$ cat src/rtl/uart_console_pkg.sv
// uart_console_pkg
// Shared constants for the console UART receive FIFO:
//   LINE_CHAR_DEFAULT - byte that terminates a text line (LF)
//   MODE_BACKPRESSURE / MODE_DROP - values for the DROP_WHEN_FULL parameter
//   occ_width()       - width of the occupancy counters (must hold 0..DEPTH)
package uart_console_pkg;

    localparam logic [7:0] LINE_CHAR_DEFAULT = 8'h0A;

    localparam bit MODE_BACKPRESSURE = 1'b0;
    localparam bit MODE_DROP         = 1'b1;

    // Occupancy runs 0..2**depth_log2 inclusive, hence one extra bit.
    function automatic int occ_width(input int depth_log2);
        return depth_log2 + 1;
    endfunction

endpackage

$ cat src/rtl/fifo_mem_dp.sv
// fifo_mem_dp
// 2**ADDR_W x 8 storage with one synchronous write port and one
// asynchronous read port (feeds a first-word fall-through head).
// Ports:
//   clk   - clock
//   we    - write enable
//   waddr - write address
//   wdata - write data
//   raddr - read address
//   rdata - combinational read data, mem[raddr]
module fifo_mem_dp #(
    parameter int ADDR_W = 4
) (
    input  logic              clk,
    input  logic              we,
    input  logic [ADDR_W-1:0] waddr,
    input  logic [7:0]        wdata,
    input  logic [ADDR_W-1:0] raddr,
    output logic [7:0]        rdata
);

    logic [7:0] mem [0:(1 << ADDR_W)-1];

    always_ff @(posedge clk) begin
        if (we) begin
            mem[waddr] <= wdata;
        end
    end

    // Stored bytes are not cleared on reset; the head is only meaningful
    // while the FIFO is non-empty.
    assign rdata = mem[raddr];

endmodule

$ cat src/rtl/uart_console_fifo.sv
// uart_console_fifo
// Byte FIFO behind the console UART receiver. Buffers characters for the
// host, counts complete lines and flags lost bytes.
// Ports:
//   clk, rst        - clock, synchronous active-high reset
//   s_tdata/s_tvalid/s_tready - upstream byte stream from the uart
//   m_tdata/m_tvalid/m_tready - first-word fall-through head of the FIFO
//   level           - current occupancy, 0..DEPTH
//   line_count      - number of LINE_CHAR bytes currently stored
//   line_ready      - at least one complete line stored
//   overflow        - sticky lost-byte flag
//   clear_overflow  - clears overflow (a simultaneous new loss wins)
module uart_console_fifo
    import uart_console_pkg::*;
#(
    parameter int         DEPTH_LOG2     = 4,
    parameter bit         DROP_WHEN_FULL = MODE_BACKPRESSURE,
    parameter logic [7:0] LINE_CHAR      = LINE_CHAR_DEFAULT
) (
    input  logic                               clk,
    input  logic                               rst,
    input  logic [7:0]                         s_tdata,
    input  logic                               s_tvalid,
    output logic                               s_tready,
    output logic [7:0]                         m_tdata,
    output logic                               m_tvalid,
    input  logic                               m_tready,
    output logic [occ_width(DEPTH_LOG2)-1:0]   level,
    output logic [occ_width(DEPTH_LOG2)-1:0]   line_count,
    output logic                               line_ready,
    output logic                               overflow,
    input  logic                               clear_overflow
);

    localparam int                 OCC_W      = occ_width(DEPTH_LOG2);
    localparam int                 DEPTH      = 1 << DEPTH_LOG2;
    localparam logic [OCC_W-1:0]   LEVEL_FULL = OCC_W'(DEPTH);

    logic [DEPTH_LOG2-1:0] wr_ptr_reg;
    logic [DEPTH_LOG2-1:0] rd_ptr_reg;
    logic [OCC_W-1:0]      level_reg;
    logic [OCC_W-1:0]      level_next;
    logic [OCC_W-1:0]      line_count_reg;
    logic [OCC_W-1:0]      line_count_next;
    logic                  overflow_reg;
    logic                  stall_reg;

    logic full;
    logic push;
    logic pop;
    logic line_in;
    logic line_out;
    logic stall_now;
    logic ovf_set;

    // Full is judged on the registered level only: a pop in the same cycle
    // does not free a slot for the incoming byte.
    assign full      = (level_reg == LEVEL_FULL);
    assign m_tvalid  = (level_reg != '0);
    assign push      = s_tvalid && !full;
    assign pop       = m_tvalid && m_tready;
    assign line_in   = push && (s_tdata == LINE_CHAR);
    assign line_out  = pop && (m_tdata == LINE_CHAR);
    assign stall_now = s_tvalid && full;

    assign s_tready = (DROP_WHEN_FULL == MODE_DROP) ? 1'b1 : !full;

    // Drop mode loses the byte immediately. In back-pressure mode the uart
    // has a single holding register, so a second consecutive stalled cycle
    // means a following byte has been overwritten upstream.
    assign ovf_set = stall_now && ((DROP_WHEN_FULL == MODE_DROP) || stall_reg);

    always_comb begin
        level_next = level_reg;
        if (push && !pop) begin
            level_next = level_reg + 1'b1;
        end else if (pop && !push) begin
            level_next = level_reg - 1'b1;
        end
    end

    always_comb begin
        line_count_next = line_count_reg;
        if (line_in && !line_out) begin
            line_count_next = line_count_reg + 1'b1;
        end else if (line_out && !line_in) begin
            line_count_next = line_count_reg - 1'b1;
        end
    end

    always_ff @(posedge clk) begin
        if (rst) begin
            wr_ptr_reg     <= '0;
            rd_ptr_reg     <= '0;
            level_reg      <= '0;
            line_count_reg <= '0;
            overflow_reg   <= 1'b0;
            stall_reg      <= 1'b0;
        end else begin
            if (push) begin
                wr_ptr_reg <= wr_ptr_reg + 1'b1;
            end
            if (pop) begin
                rd_ptr_reg <= rd_ptr_reg + 1'b1;
            end
            level_reg      <= level_next;
            line_count_reg <= line_count_next;
            stall_reg      <= stall_now;
            overflow_reg   <= ovf_set || (overflow_reg && !clear_overflow);
        end
    end

    fifo_mem_dp #(
        .ADDR_W (DEPTH_LOG2)
    ) u_mem (
        .clk   (clk),
        .we    (push),
        .waddr (wr_ptr_reg),
        .wdata (s_tdata),
        .raddr (rd_ptr_reg),
        .rdata (m_tdata)
    );

    assign level      = level_reg;
    assign line_count = line_count_reg;
    assign line_ready = (line_count_reg != '0);
    assign overflow   = overflow_reg;

endmodule
$ cat config.mk
export PLATFORM = sky130hd
export DESIGN_NAME = uart_console_fifo
export DESIGN_NICKNAME = d
export VERILOG_FILES = /design/src/rtl/uart_console_pkg.sv /design/src/rtl/fifo_mem_dp.sv /design/src/rtl/uart_console_fifo.sv
export SDC_FILE = /design/constraint.sdc
export NUM_CORES = 1
export LEC_CHECK = 0
export CAP_MARGIN = 20
export CORE_MARGIN = 10
export CORE_UTILIZATION = 55
export CTS_CLUSTER_DIAMETER = 100
export CTS_CLUSTER_SIZE = 20
export DETAILED_ROUTE_END_ITERATION = 12
export GPL_ROUTABILITY_DRIVEN = 0
export PLACE_DENSITY = 0.74
export REMOVE_ABC_BUFFERS = 1
export SLEW_MARGIN = 10
export SYNTH_ARGS = -nofsm -noshare
export SYNTH_HDL_FRONTEND = slang
export SYNTH_HIERARCHICAL = 1
export SYNTH_SLANG_ARGS = --single-unit
$ cat constraint.sdc
create_clock -name clk -period 7 [get_ports clk]
set_clock_uncertainty 0.2 [all_clocks]
set_input_delay 0.7 -clock clk [delete_from_list [all_inputs] [get_ports clk]]
set_output_delay 0.7 -clock clk [all_outputs]
set_load 0.02 [all_outputs]
Word-level counts from Yosys, hierarchy flattened
Memory sizes are Yosys's and may differ from the RTL's. A register that Yosys moved wholly into a read port is not among the register bits.
Cells that the tools add are included.

storage, ports and cells
  bits in latches = 0
  bits in writable memories = 128
  logic and storage cells = 46
  output and inout port bits = 22
  ROM bits = 0
  register bits = 20
  memories kept = 1

operators by class
  multiplexer cells = 8
  div/mod/pow operators = 0
  order comparisons = 0
  reductions and logical operators = 22
  bitwise gates (word level) = 0
  add/subtract/negate cells = 6
  shift-type cells = 0
  eq/ne operators = 3
  multiply operators = 0

memories
  name       depth  bits a word  read ports  clocked after Yosys merged registers in  write ports  line               RTL
  u_mem.mem  16     8            1           1                                        1            fifo_mem_dp.sv:22  logic [7:0] mem [0:(1 << ADDR_W)-1];

operators by type and width
  cell                 count
  $mux 5               4
  $eq 8x4->1 const B   2
  $logic_and 1x1->1    11
  $add 5x1->5 const B  2
  $reduce_bool 5->1    2
  $sub 5x1->5 const B  2
  $add 4x1->4 const B  2
  $mux 4               2
  $logic_not 1->1      6
  $eq 5x5->1 const B   1
  $reduce_bool 2->1    2
  $mux 1               2
  $logic_or 1x1->1     1

Depth between registers and ports, before layout
Gate-level depths: netlist of the first run.

  word-level depth = 8
  depth in mapped cells = 14
  mapped depth without buffers = 12

Modules after synthesis
Netlist of the first run, hierarchy kept.

modules (own cells, without submodules)
  module             instances  cells an instance  area an instance (µm²)  seq. area each (µm²)
  fifo_mem_dp        1          221                4987.3                  3843.7
  uart_console_fifo  1          129                1154.9                  400.4

Least setup slack after synthesis of the first run
OpenSTA, ideal clock, no wires.

  path kind = register to register
  from = register, netlist name rd_ptr_reg[0]
  to = register line_count_reg[4] (netlist: line_count[4])
  clock period less this slack = 3644 ps
  cell stages (with the launch flop) = 15
  required time = 6679 ps
  path slack = 3356 ps
  data arrival time = 3323 ps
  path through = dfxtp_1 -> buf_6 -> buf_6 -> mux4_1 -> a22oi_1 -> nand2_1 -> nor4bb_1 -> nand4_1 -> ha_1 -> inv_1 -> ha_1 -> a21oi_1 -> a211oi_1 -> a31oi_1 -> mux2_2

RTL lines
  element               line                      RTL
  end signal, assigned  uart_console_fifo.sv:107  line_count_reg <= line_count_next;
  end, declared         uart_console_fifo.sv:43   logic [OCC_W-1:0] line_count_reg;

==> run metrics, run 1 <==
WP data arrival 4.91 ns; Final setup viols 0; crit-path most repeated cell ha_1; area growth from synthesis to layout 17.0%; Skew-Pair Late Insertion Delay 0.52 ns; post-synth top area share 62.6%; # Post-CTS Setup Buffers 0; area of the core 10900 µm²; most common cell after layout, fill and taps aside edfxtp_1; Hold Fails Final Rpt 0; CTS Hold Buffers Added 0; Max Slew Vio Count 0; Layout fillers 725; design area 7190 µm²; total power 0.00262 W; Critical Path Start rd_ptr_reg[0]$_SDFFE_PP0P_; Port Buffer Count 34; largest net degree at the start of global routing 27; ys flop type edfxtp_1; vias 3342; Synth Instances 350; Hold Path Origin overflow$_SDFF_PP0_; dpl cells 514; post-detail-place hpwl 7480 µm; TritonRoute pass-1 iters 6; Seq cells post-synth 148; Largest register FFs 128; Starting Density 56.4%; Seq/Total Area, Yosys 69.1%; layout cell share with drive strength beyond 1 14.8%; startpoint types register; Crit path buffers/inverters 2; Layout Cells excl Fill 546; Post-Place Setup Slack 2.32 ns; Synth area leaders edfxtp_1 (63%), mux4_2 (6.6%), dfxtp_1 (6.5%), mux4_1 (6.0%), nor2_1 (2.3%); Mapped Avg Cell Area 17.5 µm²; die area 15800 µm²; critical path type reg -> reg; # DRC 0; Max Root-Sink Buffers 2; largest area contributor in the netlist edfxtp_1; met3 wire len 564 µm; setup tns final 0 ns; # rows 38; die height 126 µm; first-pass GRT wire length 19600 µm; Cell Chain, Critical Path buf_4 > mux4_1 > a22oi_1 > nand2_1 > nor4_1 > nand4_1 > ha_1 > inv_1 > ha_1 > a21oi_1 > a211oi_1 > a31oi_1 > mux2_2; CTS Sinks 148; status finished clean; maxcap violations 0; crit end category register; Post-synth EDFFs 128; gr ovfl total 0; most frequent cells in the layout edfxtp_1 (128), nor2_1 (37), clkdlybuf4s50_1 (34); CP delay by family, top multiplexers; CTS Root Cell clkbuf_8; reg2reg start rd_ptr_reg[0]$_SDFFE_PP0P_; Fmax achieved 213 MHz; Metal-1 WL 5260 µm; top layer reached by signal wires met4; final antenna-violating net count 0; CTS-repair resized insts 0; placed inst area 6600 µm²; Worst-path clk slew 0.06 ns; vias in the first global route 3295; Tightest Pin Transition 0.962 ns; Peak VDD IR 265 µV; TritonCTS Buffers 17; Warnings, synthesis 6; total wire length 12300 µm; Rel. slew slack 35.6%; starting DRC count in detailed routing 266; mapped cell area 6140 µm²; Nets 418; WL/cell 22.5 µm; All-Layer GR Usage 16.0%; Die Span X 126 µm; Async S/R FF share, synth 0%; Ports 35; Power Dens Cells 365 nW/µm²; number of diodes 0; initial antenna violation count 0; PnR worst setup slack 2.30 ns; HP Class reg -> reg; leak pwr 2.40 nW; final worst path period need 4.70 ns; number of distinct library cells after synthesis 41; CTS tree built; worst endpoint required time 7.21 ns; RSZ-0062 raised after global routing no; Final Cycle Share 67.1%; met2 WL 6210 µm; CP max stage cell dfxtp_2; DR vias/cell 6.12; CP max stage delay 0.78 ns; # H-tree levels 4; CP Max Fanout 21
layer usage:
layer	vias to the layer above	track usage, %
li1	1503	-
met1	1714	20.9
met2	100	25.2
met3	25	3.69
met4	0	7.32
met5	-	0
power by group:
part	internal [W]	total [W]	leakage, nW	switching, W
clock	0.000547	0.000897	0.286	0.000349
sequential	0.00100	0.00108	1.32	0.0000785
combinational	0.000324	0.000643	0.798	0.000318
total	0.00188	0.00262	2.40	0.000746
worst paths after layout:
kind	endpoint	slack, ns	cells after the start
max	line_count[4]$_SDFFE_PP0P_	2.30	13
min	overflow$_SDFF_PP0_	0.28	2
max reg2reg	line_count[4]$_SDFFE_PP0P_	2.30	13
min reg2reg	overflow$_SDFF_PP0_	0.28	2
kinds of logic after synthesis:
kind of cell | share of synthesized area, %
DFF | 69.1
and+or+nand+nor | 7.11
AOI/OAI and AO/OA | 4.05
muxes | 13.6
adders and majority gates | 2.69
xor gates and xnor gates | 1.43
buffers and inverters | 2.02
area by class of cell:
type / count / area, µm² / share of cell area, %
flip-flops and latches: 148 / 4250 / 59.1
multi-input cells: 182 / 1770 / 24.7
clock buffers: 18 / 418 / 5.81
repair buffers: 40 / 385 / 5.36
clock inverters: 14 / 175 / 2.44
well taps: 140 / 175 / 2.44
inverters: 4 / 15.0 / 0.209
stage by stage:
step,utilization [%],hold WS [ns]
after floorplan,-,0.250
after global placement,60.6,0.260
after detailed placement,60.6,0.271
after CTS,66.0,0.281
after global routing,66.0,0.296
final,66.0,0.279
worst register-to-register path, delay by kind of cell (launching register included):
kind	cells	cell delay [ns]
multiplexers	2	0.96
AND/OR/NAND/NOR	3	0.75
adder cells (fa/ha/maj)	2	0.53
buffers and inverters	2	0.60
flip-flops	1	0.78
AO/OA/AOI/OAI	4	0.77
Yosys cell counts, drive strengths merged, types with 6 or more instances:
cell type / instances
edfxtp: 128
nor2: 37
mux4: 32
dfxtp: 20
a22oi: 16
nand2: 14
ha: 10
a21oi: 8
buf: 8
nor3: 6
xor2: 6
(Power assumes the default switching activity.)
==> run 2: changes to the inputs <==
==> constraint.sdc (replaced) <==
create_clock -name clk -period 4.4 [get_ports clk]
set_clock_uncertainty 0.2 [all_clocks]
set_input_delay 0.44 -clock clk [delete_from_list [all_inputs] [get_ports clk]]
set_output_delay 0.44 -clock clk [all_outputs]
set_load 0.02 [all_outputs]
==> run 2 against run 1 <==
  * Clock power increased by 53%
  * Routed wire length decreased by 0.27%
  * Power increased by 58%
  * Sequential share of layout area shrank 0.57 points
  * Sequential power rose by 55%
  * Final cell count is 1.6% higher
  * Critical endpoint unchanged
  * Highest routed layer unchanged
==> run metrics, run 2 (same netlist as run 1, synthesis figures left out) <==
status finished clean; CTS-repair resized insts 0 (unchanged); Port Buffer Count 34 (unchanged); # Post-CTS Setup Buffers 0 (unchanged); number of diodes 0 (unchanged); Min-Delay Endpoint overflow$_SDFF_PP0_; area growth from synthesis to layout 18.2%; WL/cell 22.1 µm (-1.9%); die area 15800 µm² (unchanged); hold depth 2 (unchanged); Ports 35 (unchanged); worst r2r path cells 13 (unchanged); Starting Density 56.4% (unchanged); maxcap violations 0 (unchanged); TritonRoute pass-1 iters 5 (-1); most frequent cells in the layout edfxtp_1 (128), nor2_1 (37), clkdlybuf4s50_1 (34); Layout Cells excl Fill 555 (+1.6%); starting DRC count in detailed routing 262 (-1.5%); Peak VDD IR 461 µV (+74%); die height 126 µm (unchanged); total power 0.00414 W (+58%); Largest register FFs 128 (unchanged); PnR worst setup slack 0.337 ns (-1.97 ns); # DRC 0 (unchanged); HP Class reg -> reg; Hold Fails Final Rpt 0 (unchanged); R2R setup slack 0.34 ns (-1.97 ns); vias 3341 (-0.030%); Tightest Pin Transition 0.972 ns (+0.00948 ns); vias in the first global route 3325 (+0.91%); Power Dens Cells 571 nW/µm² (+56%); startpoint types register; Skew-Pair Late Insertion Delay 0.52 ns (about the same); WP data arrival 4.28 ns (-0.63 ns); Final Cycle Share 92.3% (+25 points); layout cell share with drive strength beyond 1 16.6% (+1.8 points); CTS tree built; DR vias/cell 6.02 (-1.7%); CTS Sinks 148 (unchanged); Worst-path clk slew 0.06 ns (about the same); final core occ 66.7% (+0.64 points); CTS Root Cell clkbuf_8; critical path type reg -> reg; final worst path period need 4.06 ns (-0.634 ns); All-Layer GR Usage 15.9% (-0.17 points); Hold Path Origin overflow$_SDFF_PP0_; crit end category register; first-pass GRT wire length 19100 µm (-2.2%); RSZ-0062 raised after global routing no; post-detail-place hpwl 7910 µm (+5.8%); # H-tree levels 4 (unchanged); dpl cells 523 (+1.8%); Final setup viols 0 (unchanged); Rel. slew slack 35.0% (-0.60 points); most common cell after layout, fill and taps aside edfxtp_1; Min Hold Slack 0.279 ns (-0.000361 ns); total wire length 12300 µm (-0.27%); CTS Hold Buffers Added 0 (unchanged); largest net degree at the start of global routing 29 (+7.4%); gr ovfl total 0 (unchanged); TritonCTS Buffers 17 (unchanged); Max Root-Sink Buffers 2 (unchanged); final antenna-violating net count 0 (unchanged); worst endpoint required time 4.61 ns (-2.60 ns); Max Slew Vio Count 0 (unchanged); initial antenna violation count 0 (unchanged); r2r endpoint line_count[4]$_SDFFE_PP0P_; Die Span X 126 µm (unchanged); Nets 427 (+2.2%); reg2reg start rd_ptr_reg[0]$_SDFFE_PP0P_; Post-Place Setup Slack 0.404 ns (-1.92 ns); # rows 38 (unchanged); area of the core 10900 µm² (unchanged); CP Max Fanout 21 (unchanged); leak pwr 2.44 nW (+1.7%); Fmax achieved 246 MHz (+16%)
## run 2: cell count changes in the layout (fill, tap and decap cells not counted), sizes merged
cell	previous run	this run
clkinv	5	6
buf	6	15
inv	9	8
bufinv	3	2
clkbuf	18	19
## run 2: layer usage
layer / GRT usage [%] / wire length, µm / up-vias
met2: 25.7 / 6180 / 106
li1: - / - / 1514
met4: 5.49 / 178 / 0
met3: 4.91 / 744 / 16
met5: 0 / 0 / -
met1: 19.9 / 5150 / 1705
## run 2: layout make-up
cell class	instances	area, µm²
flip-flops and latches	148	4250
fillers	711	3630
multi-input cells	182	1770
repair buffers	49	478
clock buffers	19	422
well taps	140	175
clock inverters	13	149
inverters	4	15.0
## run 2: worst max path at each step
stage | end | depth (start not counted) | from
2_1_floorplan | line_count[4]$_SDFFE_PP0P_ | 12 | rd_ptr_reg[0]$_SDFFE_PP0P_
3_3_place_gp | line_count[4]$_SDFFE_PP0P_ | 13 | rd_ptr_reg[0]$_SDFFE_PP0P_
3_5_place_dp | line_count[4]$_SDFFE_PP0P_ | 13 | rd_ptr_reg[0]$_SDFFE_PP0P_
4_1_cts | line_count[4]$_SDFFE_PP0P_ | 13 | rd_ptr_reg[0]$_SDFFE_PP0P_
5_1_grt | line_count[4]$_SDFFE_PP0P_ | 13 | rd_ptr_reg[0]$_SDFFE_PP0P_
6_report | line_count[4]$_SDFFE_PP0P_ | 13 | rd_ptr_reg[0]$_SDFFE_PP0P_
## run 2: critical path: stages, from the launching register on
cell	delay [ns]
dfxtp_2	0.37
buf_12	0.20
mux4_2	0.52
a22oi_1	0.25
nand2_1	0.10
nor4_1	0.60
nand4_1	0.18
ha_1	0.25
inv_1	0.15
ha_1	0.29
a21oi_1	0.20
a211oi_1	0.10
a31oi_1	0.16
mux2_2	0.34
## run 2: metrics by stage
stage          area (µm²)  setup TNS, ns
6_report             7260              0
2_1_floorplan        6030         -0.124
5_1_grt              7260              0
3_3_place_gp         6690              0
3_5_place_dp         6690              0
4_1_cts              7260              0
## run 2: power breakdown
group | switching [W] | internal [W]
Combinational | 0.000547 | 0.000552
Sequential | 0.0000717 | 0.00160
Clock | 0.000557 | 0.000816
Total | 0.00118 | 0.00297
